===== src/rtl/csr_file_m.sv =====
// rtl/csr_file_m.sv - machine-mode CSR file with atomic CSRRW/CSRRS/CSRRC, trap state and counters
//
// Optional feature macro: CSR_COUNTERS_EN
//   defined   : 64-bit mcycle/minstret plus shadows and (XLEN=32) high halves
//   undefined : counter addresses stay legal, read 0, ignore writes; no counter flops
//
// Ports:
//   clk_i, rst_i          rising-edge clock, asynchronous active-high reset
//   csr_addr_i/op_i       CSR address and op (00 none, 01 RW, 10 RS, 11 RC)
//   csr_wdata_i           rs1/zimm operand
//   csr_rdata_o           old CSR value (combinational, 0 when no op or illegal)
//   csr_illegal_o         access illegal (combinational)
//   trap_i + cause/pc/val trap entry this cycle
//   mret_i                MRET this cycle
//   retire_i              one instruction retires this cycle
//   mtvec_o/mepc_o/mie_o  trap vector, return PC, mstatus.MIE
module csr_file_m #(
    parameter int              XLEN        = 32,
    parameter logic [XLEN-1:0] HART_ID     = '0,
    parameter logic [31:0]     MISA_VAL    = 32'h4000_0100,
    parameter logic [XLEN-1:0] RESET_MTVEC = '0
) (
    input  logic            clk_i,
    input  logic            rst_i,
    input  logic [11:0]     csr_addr_i,
    input  logic [1:0]      csr_op_i,
    input  logic [XLEN-1:0] csr_wdata_i,
    output logic [XLEN-1:0] csr_rdata_o,
    output logic            csr_illegal_o,
    input  logic            trap_i,
    input  logic [XLEN-1:0] trap_cause_i,
    input  logic [XLEN-1:0] trap_pc_i,
    input  logic [XLEN-1:0] trap_val_i,
    input  logic            mret_i,
    input  logic            retire_i,
    output logic [XLEN-1:0] mtvec_o,
    output logic [XLEN-1:0] mepc_o,
    output logic            mie_o
);

    localparam logic [1:0] OP_NONE = 2'b00;
    localparam logic [1:0] OP_RW   = 2'b01;
    localparam logic [1:0] OP_RS   = 2'b10;
    localparam logic [1:0] OP_RC   = 2'b11;

    localparam logic [11:0] ADDR_MSTATUS   = 12'h300;
    localparam logic [11:0] ADDR_MISA      = 12'h301;
    localparam logic [11:0] ADDR_MTVEC     = 12'h305;
    localparam logic [11:0] ADDR_MSCRATCH  = 12'h340;
    localparam logic [11:0] ADDR_MEPC      = 12'h341;
    localparam logic [11:0] ADDR_MCAUSE    = 12'h342;
    localparam logic [11:0] ADDR_MTVAL     = 12'h343;
    localparam logic [11:0] ADDR_MCYCLE    = 12'hB00;
    localparam logic [11:0] ADDR_MINSTRET  = 12'hB02;
    localparam logic [11:0] ADDR_MCYCLEH   = 12'hB80;
    localparam logic [11:0] ADDR_MINSTRETH = 12'hB82;
    localparam logic [11:0] ADDR_CYCLE     = 12'hC00;
    localparam logic [11:0] ADDR_INSTRET   = 12'hC02;
    localparam logic [11:0] ADDR_CYCLEH    = 12'hC80;
    localparam logic [11:0] ADDR_INSTRETH  = 12'hC82;
    localparam logic [11:0] ADDR_MHARTID   = 12'hF14;

    logic            mie_q;
    logic            mpie_q;
    logic [XLEN-1:0] mtvec_q;
    logic [XLEN-1:0] mscratch_q;
    logic [XLEN-1:0] mepc_q;
    logic [XLEN-1:0] mcause_q;
    logic [XLEN-1:0] mtval_q;

    logic [XLEN-1:0] mstatus_val;
    logic [XLEN-1:0] rd_val;
    logic            mapped;
    logic            wants_write;
    logic            do_write;
    logic [XLEN-1:0] wval;

    logic [XLEN-1:0] cyc_lo;
    logic [XLEN-1:0] cyc_hi;
    logic [XLEN-1:0] ins_lo;
    logic [XLEN-1:0] ins_hi;

    // Only MIE/MPIE are stored; MPP is hardwired to machine mode.
    always_comb begin
        mstatus_val        = '0;
        mstatus_val[12:11] = 2'b11;
        mstatus_val[7]     = mpie_q;
        mstatus_val[3]     = mie_q;
    end

    always_comb begin
        rd_val = '0;
        mapped = 1'b1;
        case (csr_addr_i)
            ADDR_MSTATUS:              rd_val = mstatus_val;
            ADDR_MISA:                 rd_val = XLEN'(MISA_VAL);
            ADDR_MTVEC:                rd_val = mtvec_q;
            ADDR_MSCRATCH:             rd_val = mscratch_q;
            ADDR_MEPC:                 rd_val = mepc_q;
            ADDR_MCAUSE:               rd_val = mcause_q;
            ADDR_MTVAL:                rd_val = mtval_q;
            ADDR_MCYCLE, ADDR_CYCLE:   rd_val = cyc_lo;
            ADDR_MINSTRET, ADDR_INSTRET: rd_val = ins_lo;
            // High halves only exist when a counter does not fit in one register.
            ADDR_MCYCLEH, ADDR_CYCLEH: begin
                if (XLEN == 32) rd_val = cyc_hi;
                else            mapped = 1'b0;
            end
            ADDR_MINSTRETH, ADDR_INSTRETH: begin
                if (XLEN == 32) rd_val = ins_hi;
                else            mapped = 1'b0;
            end
            ADDR_MHARTID:              rd_val = HART_ID;
            default:                   mapped = 1'b0;
        endcase
    end

    // RS/RC with a zero operand is a pure read, so it is legal on read-only CSRs.
    assign wants_write   = (csr_op_i == OP_RW) ||
                           ((csr_op_i != OP_NONE) && (csr_wdata_i != '0));
    assign csr_illegal_o = (csr_op_i != OP_NONE) &&
                           (!mapped || ((csr_addr_i[11:10] == 2'b11) && wants_write));
    assign csr_rdata_o   = ((csr_op_i != OP_NONE) && !csr_illegal_o) ? rd_val : '0;

    always_comb begin
        wval = csr_wdata_i;
        case (csr_op_i)
            OP_RS:   wval = rd_val | csr_wdata_i;
            OP_RC:   wval = rd_val & ~csr_wdata_i;
            default: wval = csr_wdata_i;
        endcase
    end

    // Trap and MRET take the cycle; any CSR write alongside them is dropped.
    assign do_write = wants_write && !csr_illegal_o && !trap_i && !mret_i;

    always_ff @(posedge clk_i or posedge rst_i) begin
        if (rst_i) begin
            mie_q      <= 1'b0;
            mpie_q     <= 1'b0;
            mtvec_q    <= {RESET_MTVEC[XLEN-1:2], 2'b00};
            mscratch_q <= '0;
            mepc_q     <= '0;
            mcause_q   <= '0;
            mtval_q    <= '0;
        end else if (trap_i) begin
            mepc_q   <= {trap_pc_i[XLEN-1:2], 2'b00};
            mcause_q <= trap_cause_i;
            mtval_q  <= trap_val_i;
            mpie_q   <= mie_q;
            mie_q    <= 1'b0;
        end else if (mret_i) begin
            mie_q  <= mpie_q;
            mpie_q <= 1'b1;
        end else if (do_write) begin
            case (csr_addr_i)
                ADDR_MSTATUS: begin
                    mie_q  <= wval[3];
                    mpie_q <= wval[7];
                end
                ADDR_MTVEC:    mtvec_q    <= {wval[XLEN-1:2], 2'b00};
                ADDR_MSCRATCH: mscratch_q <= wval;
                ADDR_MEPC:     mepc_q     <= {wval[XLEN-1:2], 2'b00};
                ADDR_MCAUSE:   mcause_q   <= wval;
                ADDR_MTVAL:    mtval_q    <= wval;
                default: ;
            endcase
        end
    end

`ifdef CSR_COUNTERS_EN
    logic [63:0] mcycle_q;
    logic [63:0] minstret_q;
    logic        wr_cyc_lo;
    logic        wr_cyc_hi;
    logic        wr_ins_lo;
    logic        wr_ins_hi;

    // High-half addresses are unmapped at XLEN=64, so do_write never fires for them there.
    assign wr_cyc_lo = do_write && (csr_addr_i == ADDR_MCYCLE);
    assign wr_cyc_hi = do_write && (csr_addr_i == ADDR_MCYCLEH);
    assign wr_ins_lo = do_write && (csr_addr_i == ADDR_MINSTRET);
    assign wr_ins_hi = do_write && (csr_addr_i == ADDR_MINSTRETH);

    // A written counter holds the written half this cycle instead of counting.
    always_ff @(posedge clk_i or posedge rst_i) begin
        if (rst_i) begin
            mcycle_q   <= '0;
            minstret_q <= '0;
        end else begin
            if (wr_cyc_lo)      mcycle_q[XLEN-1:0] <= wval;
            else if (wr_cyc_hi) mcycle_q[63:32]    <= wval[31:0];
            else                mcycle_q           <= mcycle_q + 64'd1;

            if (wr_ins_lo)      minstret_q[XLEN-1:0] <= wval;
            else if (wr_ins_hi) minstret_q[63:32]    <= wval[31:0];
            else if (retire_i)  minstret_q           <= minstret_q + 64'd1;
        end
    end

    assign cyc_lo = mcycle_q[XLEN-1:0];
    assign cyc_hi = XLEN'(mcycle_q[63:32]);
    assign ins_lo = minstret_q[XLEN-1:0];
    assign ins_hi = XLEN'(minstret_q[63:32]);
`else
    logic unused_retire;

    assign cyc_lo        = '0;
    assign cyc_hi        = '0;
    assign ins_lo        = '0;
    assign ins_hi        = '0;
    assign unused_retire = retire_i;
`endif

    // The PC is word aligned on entry; its low bits are discarded.
    logic unused_pc_bits;
    assign unused_pc_bits = ^trap_pc_i[1:0];

    assign mtvec_o = mtvec_q;
    assign mepc_o  = mepc_q;
    assign mie_o   = mie_q;

endmodule


===== config.mk =====
export PLATFORM = sky130hd
export DESIGN_NAME = csr_file_m
export DESIGN_NICKNAME = d
export VERILOG_FILES = /design/src/rtl/csr_file_m.sv
export SDC_FILE = /design/constraint.sdc
export NUM_CORES = 1
export LEC_CHECK = 0
export ABC_CLOCK_PERIOD_IN_PS = 4600
export CORE_MARGIN = 2
export CORE_UTILIZATION = 44
export DETAILED_ROUTE_END_ITERATION = 12
export PLACE_DENSITY = 0.77
export SLEW_MARGIN = 20
export SYNTH_ARGS = -nofsm -noshare
export SYNTH_HDL_FRONTEND = slang
export SYNTH_SLANG_ARGS = --single-unit

===== constraint.sdc =====
create_clock -name clk_i -period 4.6 [get_ports clk_i]
set_input_delay 0.69 -clock clk_i [delete_from_list [all_inputs] [get_ports clk_i]]
set_output_delay 0.69 -clock clk_i [all_outputs]
set_load 0.03 [all_outputs]

==> reports/qor.yml, run 1 <==
dp_slack_ns: 0.456
arrival_ns: 3.60
maxSlewHeadroom_pct: 38.9
core-area_um2: 20100
finalPower_mw: 3.41
crit_required_ns: 3.91
finalCriticalPeriod_ns: 4.29
netlist_area_um2: 8930
layout.nets: 1308
clock_latency_ns: 0.42
hold_viol: 0
drt_wl_total_um: 32100
irDropWorstVdd_mv: 0.233
vias: 8909
end_kind: "output port"
power.leakage_nw: 5.21
maxSlewViolCount: 0
grt_overflow: 0
die_area_um2: 21400
post_drt_wl_per_cell_um: 22.3
timing.final.crit_share_pct: 93.3
critPathMaxFanout: 12
fin_util_pct: 60.1
rsz0062_at_grt: "false"
layout_commonest_cell: "clkdlybuf4s50_1"
synth_edf_count: 0
die_x_um: 146
fmax_mhz: 233
fp-row-count: 52
port_buffers: 237
netlist.area_leader.share_pct: 44.3
start_util_pct: 44.4
cts_setup_buffers: 0
grt_pass1_vias: 8659
power_density_nw_per_um2: 282
routed_via_density: 6.17
synthArstFlopShare_pct: 100
cts_hold_buffers: 0
synth_area_leaders: "dfrtp_1 (44%), a22oi_1 (8.7%), mux2i_1 (7.1%)"
drive_gt1_share_pct: 12.0
worst_hold_slack_ns: 0.508
fillers: 1700
dpl.cell_count: 1412
place.gp.congestion: 0.885
setup_violations: 0
io-pin-count: 245
drtIter0Drc: 1070
ys_ff_latch: 158
grt_first_pass_wirelength_um: 49400
status: "finished clean"
synth_cell_types: 60
fin_ws_ns: 0.307
grt_antenna_before_repair: 2
seq_area_frac_synth_pct: 44.3
postSynthCellCount: 956
place_area_um2: 11500
clock_sinks: 158
final_cell_mix: "clkdlybuf4s50_1 (201), dfrtp_1 (158), a22oi_1 (103)"
path_class: "in2out"
hold_path_class: "reg2reg"
syn_to_final_growth_pct: 35.3
cts_max_level: 4
clkTransAtPathRegs_ns: 0.06
clock-root-buffer: "clkbuf_16"
die_y_um: 146
dr.pass1.iters: 6
fin_area_um2: 12100
finClkSkew_ns: 0.00627
grt_max_degree: 88
cp-start-kind: "primary input"
ant_nets: 0
cts_tree: "built"
drv_cap: 0
cts_buffers: 17
cts.repair.resized: 0
synth-main-ff-cell: "dfrtp_1"
clockBufferDepth: 2
avgSynthCellArea_um2: 9.34
tightestPinTransition_ns: 0.917
ys_warn_count: 0
yosys.area.top_type: "dfrtp_1"
drc: 0
setup_tns_ns: 0
stdcell_count: 1444
grt.total_usage_pct: 29.7
dpl.hpwl_um: 22000
[report_power, final]
part           switching (mW)  internal (mW)
clock                   0.574          0.751
combinational           0.308          0.256
sequential             0.0530           1.47
[cell families after synthesis]
| group | share of synthesized area, % |
|---|---|
| compound gates | 23.0 |
| buf+inv | 4.72 |
| flops | 44.3 |
| mux | 10.3 |
| other cells | 0.0420 |
| simple gates | 17.6 |
[worst max-delay path: stages]
cell and delay, ns:
clkdlybuf4s50_1 0.53, nand3b_1 0.47, nor4_1 0.53, a211oi_1 0.22, a31oi_2 0.23, nand2_1 0.36
nor2_1 0.41, buf_12 0.17
[cells in the mapped netlist (4+ instances only)]
cell and count:
nand2b_1 9, a2111oi_0 5, or3_1 5, and3_1 25, o21ai_0 92, o21ai_1 5
nand2_1 62, nor3_1 9, buf_2 19, nor2b_1 23, nand3b_1 4, o31ai_1 7
buf_4 10, a21oi_1 50, clkbuf_1 57, nor4b_1 4, a22oi_1 103, a221oi_1 6
dfrtp_1 158, nor4_1 22, mux2i_1 63, nand3_1 32, inv_1 6, nor2_1 79
o211ai_1 21, mux2_1 4, a222oi_1 4, mux2_2 22
[worst paths after layout]
kind | to | from | slack [ns] | cells past startpoint
worst max-delay path | csr_rdata_o[22] | csr_addr_i[8] | 0.31 | 8
worst min-delay path | mscratch_q[2]$_DFFE_PP0P_ | mscratch_q[2]$_DFFE_PP0P_ | 0.51 | 1
worst max register to register | mtval_q[3]$_DFFE_PP0P_ | mepc_o[3]$_DFFE_PP0P_ | 2.55 | 6
worst min register to register | mscratch_q[2]$_DFFE_PP0P_ | mscratch_q[2]$_DFFE_PP0P_ | 0.51 | 1
max in group asynchronous | mtvec_o[29]$_DFFE_PP0P_ | rst_i | 2.80 | 3
min in group asynchronous | mtvec_o[14]$_DFFE_PP0P_ | rst_i | 0.76 | 2
[state kept, by name, summed over array words and instances (netlist names)]
| register | count |
|---|---|
| mie_o | 1 |
| mscratch_q | 32 |
| mtval_q | 32 |
| mcause_q | 32 |
| mepc_o | 30 |
| mpie_q | 1 |
| mtvec_o | 30 |
[final cells by class]
class	count	area (µm²)	area share, %
tap	270	338	2.80
multi-input combinational	705	4590	38.0
timing repair buffer	272	2630	21.7
clock buffer	20	447	3.70
antenna	2	5.00	0.0414
sequential	158	3950	32.7
clock inverter	10	92.6	0.766
inverter	7	30.0	0.249
[metal layers]
metal,vias up,share of wire [%],global-route usage [%],wire (µm)
met5,-,0,0,0
met4,0,4.2,14.1,1340
met3,98,8.5,5.28,2740
met2,591,47,46.9,15000
met1,4233,41,39.8,13000
li1,3987,-,-,-
(Power assumes the default switching activity.)
==> run 2: changes to the inputs <==
SETUP_SLACK_MARGIN = 0.5   (was default)
==> run 2 against run 1 <==
Non-clock buffer count up 1. Die area unchanged. Global-route usage about the same. Fmax up 6.2%. Clock skew up 0.00069 ns. Sequential share of layout area down 0.10 points. Total power about the same. Wire length up 0.14%. Register-to-register slack worse by 0.05 ns.
==> reports/qor.yml, run 2 (same netlist as run 1, synthesis figures left out) <==
status: "finished clean"
power_density_nw_per_um2: 281
timing.final.crit_share_pct: 87.9
vias: 8911
syn_to_final_growth_pct: 35.8
power_frac_comb_pct: 16.6
worst_hold_slack_ns: 0.506
fp-row-count: 52
dr.pass1.iters: 9
cts_max_level: 4
finalCriticalPeriod_ns: 4.04
tightestPinTransition_ns: 0.910
grt_overflow: 0
use_met2_pct: 47.0
largestRegisters: "mcause_q x32, mscratch_q x32, mtval_q x32"
clock_latency_ns: 0.43
drt_wl_total_um: 32200
drv_cap: 0
clkTransAtPathRegs_ns: 0.06
switching_power_uw: 937
fmax_mhz: 247
clockBufferDepth: 2
end_kind: "output port"
maxSlewHeadroom_pct: 39.3
met1_usage_pct: 39.5
cts_hold_buffers: 0
io-pin-count: 245
setup_tns_ns: 0
p_int_mw: 2.47
routed_via_density: 6.17
grt_pass1_vias: 8677
maxSlewViolCount: 0
p_clk_share_pct: 38.9
layout.nets: 1309
busiest_layer: "met2"
port_buffers: 237
post_drt_wl_per_cell_um: 22.3
rsz0062_at_grt: "true"
die_y_um: 146
critPathMaxFanout: 21
clock-root-buffer: "clkbuf_16"
dpl.hpwl_um: 22000
hold_path_class: "reg2reg"
p_sw_share_pct: 27.5
start_util_pct: 44.4
arrival_ns: 3.35
setup_violations: 0
met3_usage_pct: 5.63
crit_required_ns: 3.91
core-area_um2: 20100
power.leakage_nw: 5.22
hold_viol: 0
drtIter0Drc: 1078
path_class: "in2out"
ant_nets: 0
finClkSkew_ns: 0.00696
place.gp.congestion: 0.885
grt_antenna_before_repair: 2
cts_buffers: 17
grt_max_degree: 88
power_frac_seq_pct: 44.5
die_area_um2: 21400
drive_gt1_share_pct: 12.8
grt_first_pass_wirelength_um: 49500
clock_sinks: 158
die_x_um: 146
cp-start-kind: "primary input"
cts_tree: "built"
layout_commonest_cell: "clkdlybuf4s50_1"
final_cell_mix: "clkdlybuf4s50_1 (201), dfrtp_1 (158), a22oi_1 (103)"
drc: 0
grt.total_usage_pct: 29.7
irDropWorstVdd_mv: 0.236
==> run 2: cell count changes in the layout (fill, tap and decap cells not counted), moves of 2 or more <==
cell | before | now
a211oi_1 | 2 | 0
nor2_2 | 1 | 3
a211oi_2 | 0 | 2
nor2_1 | 79 | 77
==> run 2: power groups by stage <==
stage	logic [mW]	registers (mW)	clock network (mW)
2_1_floorplan	0.241	1.58	0
3_3_place_gp	0.549	1.54	0
3_5_place_dp	0.557	1.54	0
4_1_cts	0.561	1.52	1.33
5_1_grt	0.607	1.53	1.40
6_report	0.566	1.52	1.33
==> run 2: critical path, stage by stage <==
cell	delay, ns
clkdlybuf4s50_1	0.59
or4bb_1	0.59
nor4_1	0.32
a211oi_2	0.17
a31oi_2	0.22
buf_4	0.31
and3_1	0.29
buf_12	0.14
==> run 2: metal layers <==
layer	share of wire, %	vias up
met3	9.2	109
met4	4.3	0
met1	40	4243
met2	47	572
met5	0	-
li1	-	3987
==> run 2: worst paths after layout <==
kind / startpoint / to / slack (ns) / cells past startpoint
setup / recovery: csr_addr_i[0] / csr_rdata_o[6] / 0.56 / 8
max in group asynchronous: rst_i / mtval_q[3]$_DFFE_PP0P_ / 2.81 / 3
hold / removal: mscratch_q[2]$_DFFE_PP0P_ / mscratch_q[2]$_DFFE_PP0P_ / 0.51 / 1
hold reg to reg: mscratch_q[2]$_DFFE_PP0P_ / mscratch_q[2]$_DFFE_PP0P_ / 0.51 / 1
min in group asynchronous: rst_i / mtvec_o[14]$_DFFE_PP0P_ / 0.76 / 2
setup reg to reg: mepc_o[3]$_DFFE_PP0P_ / mtval_q[3]$_DFFE_PP0P_ / 2.50 / 6
==> run 2: area by class of cell <==
cell class | count | area [µm²]
antenna | 2 | 5.00
inverter | 7 | 30.0
timing repair buffer | 273 | 2640
sequential | 158 | 3950
tap | 270 | 338
fill | 1692 | 7980
multi-input combinational | 705 | 4620
clock buffer | 20 | 447
clock inverter | 10 | 92.6
==> run 2: timing repair <==
item	4_1_cts	5_1_grt
pin swaps	1	0
endpoints found under the hold margin	0	0
setup buffers	1	0
endpoints found under the setup margin	7	25
gates resized for setup	2	7
==> run 2: stage by stage <==
stage | cell area, µm² | power [mW] | setup WS (ns) | utilization, % | instances
after floorplan | 8940 | 1.82 | 1.08 | - | 959
after global placement | 11500 | 2.09 | 0.430 | 57.4 | 1412
after detailed placement | 11500 | 2.10 | 0.456 | 57.4 | 1412
after CTS | 12100 | 3.41 | 0.535 | 60.1 | 1443
after global routing | 12100 | 3.53 | 0.487 | 60.3 | 1445
final | 12100 | 3.41 | 0.556 | 60.3 | 1445
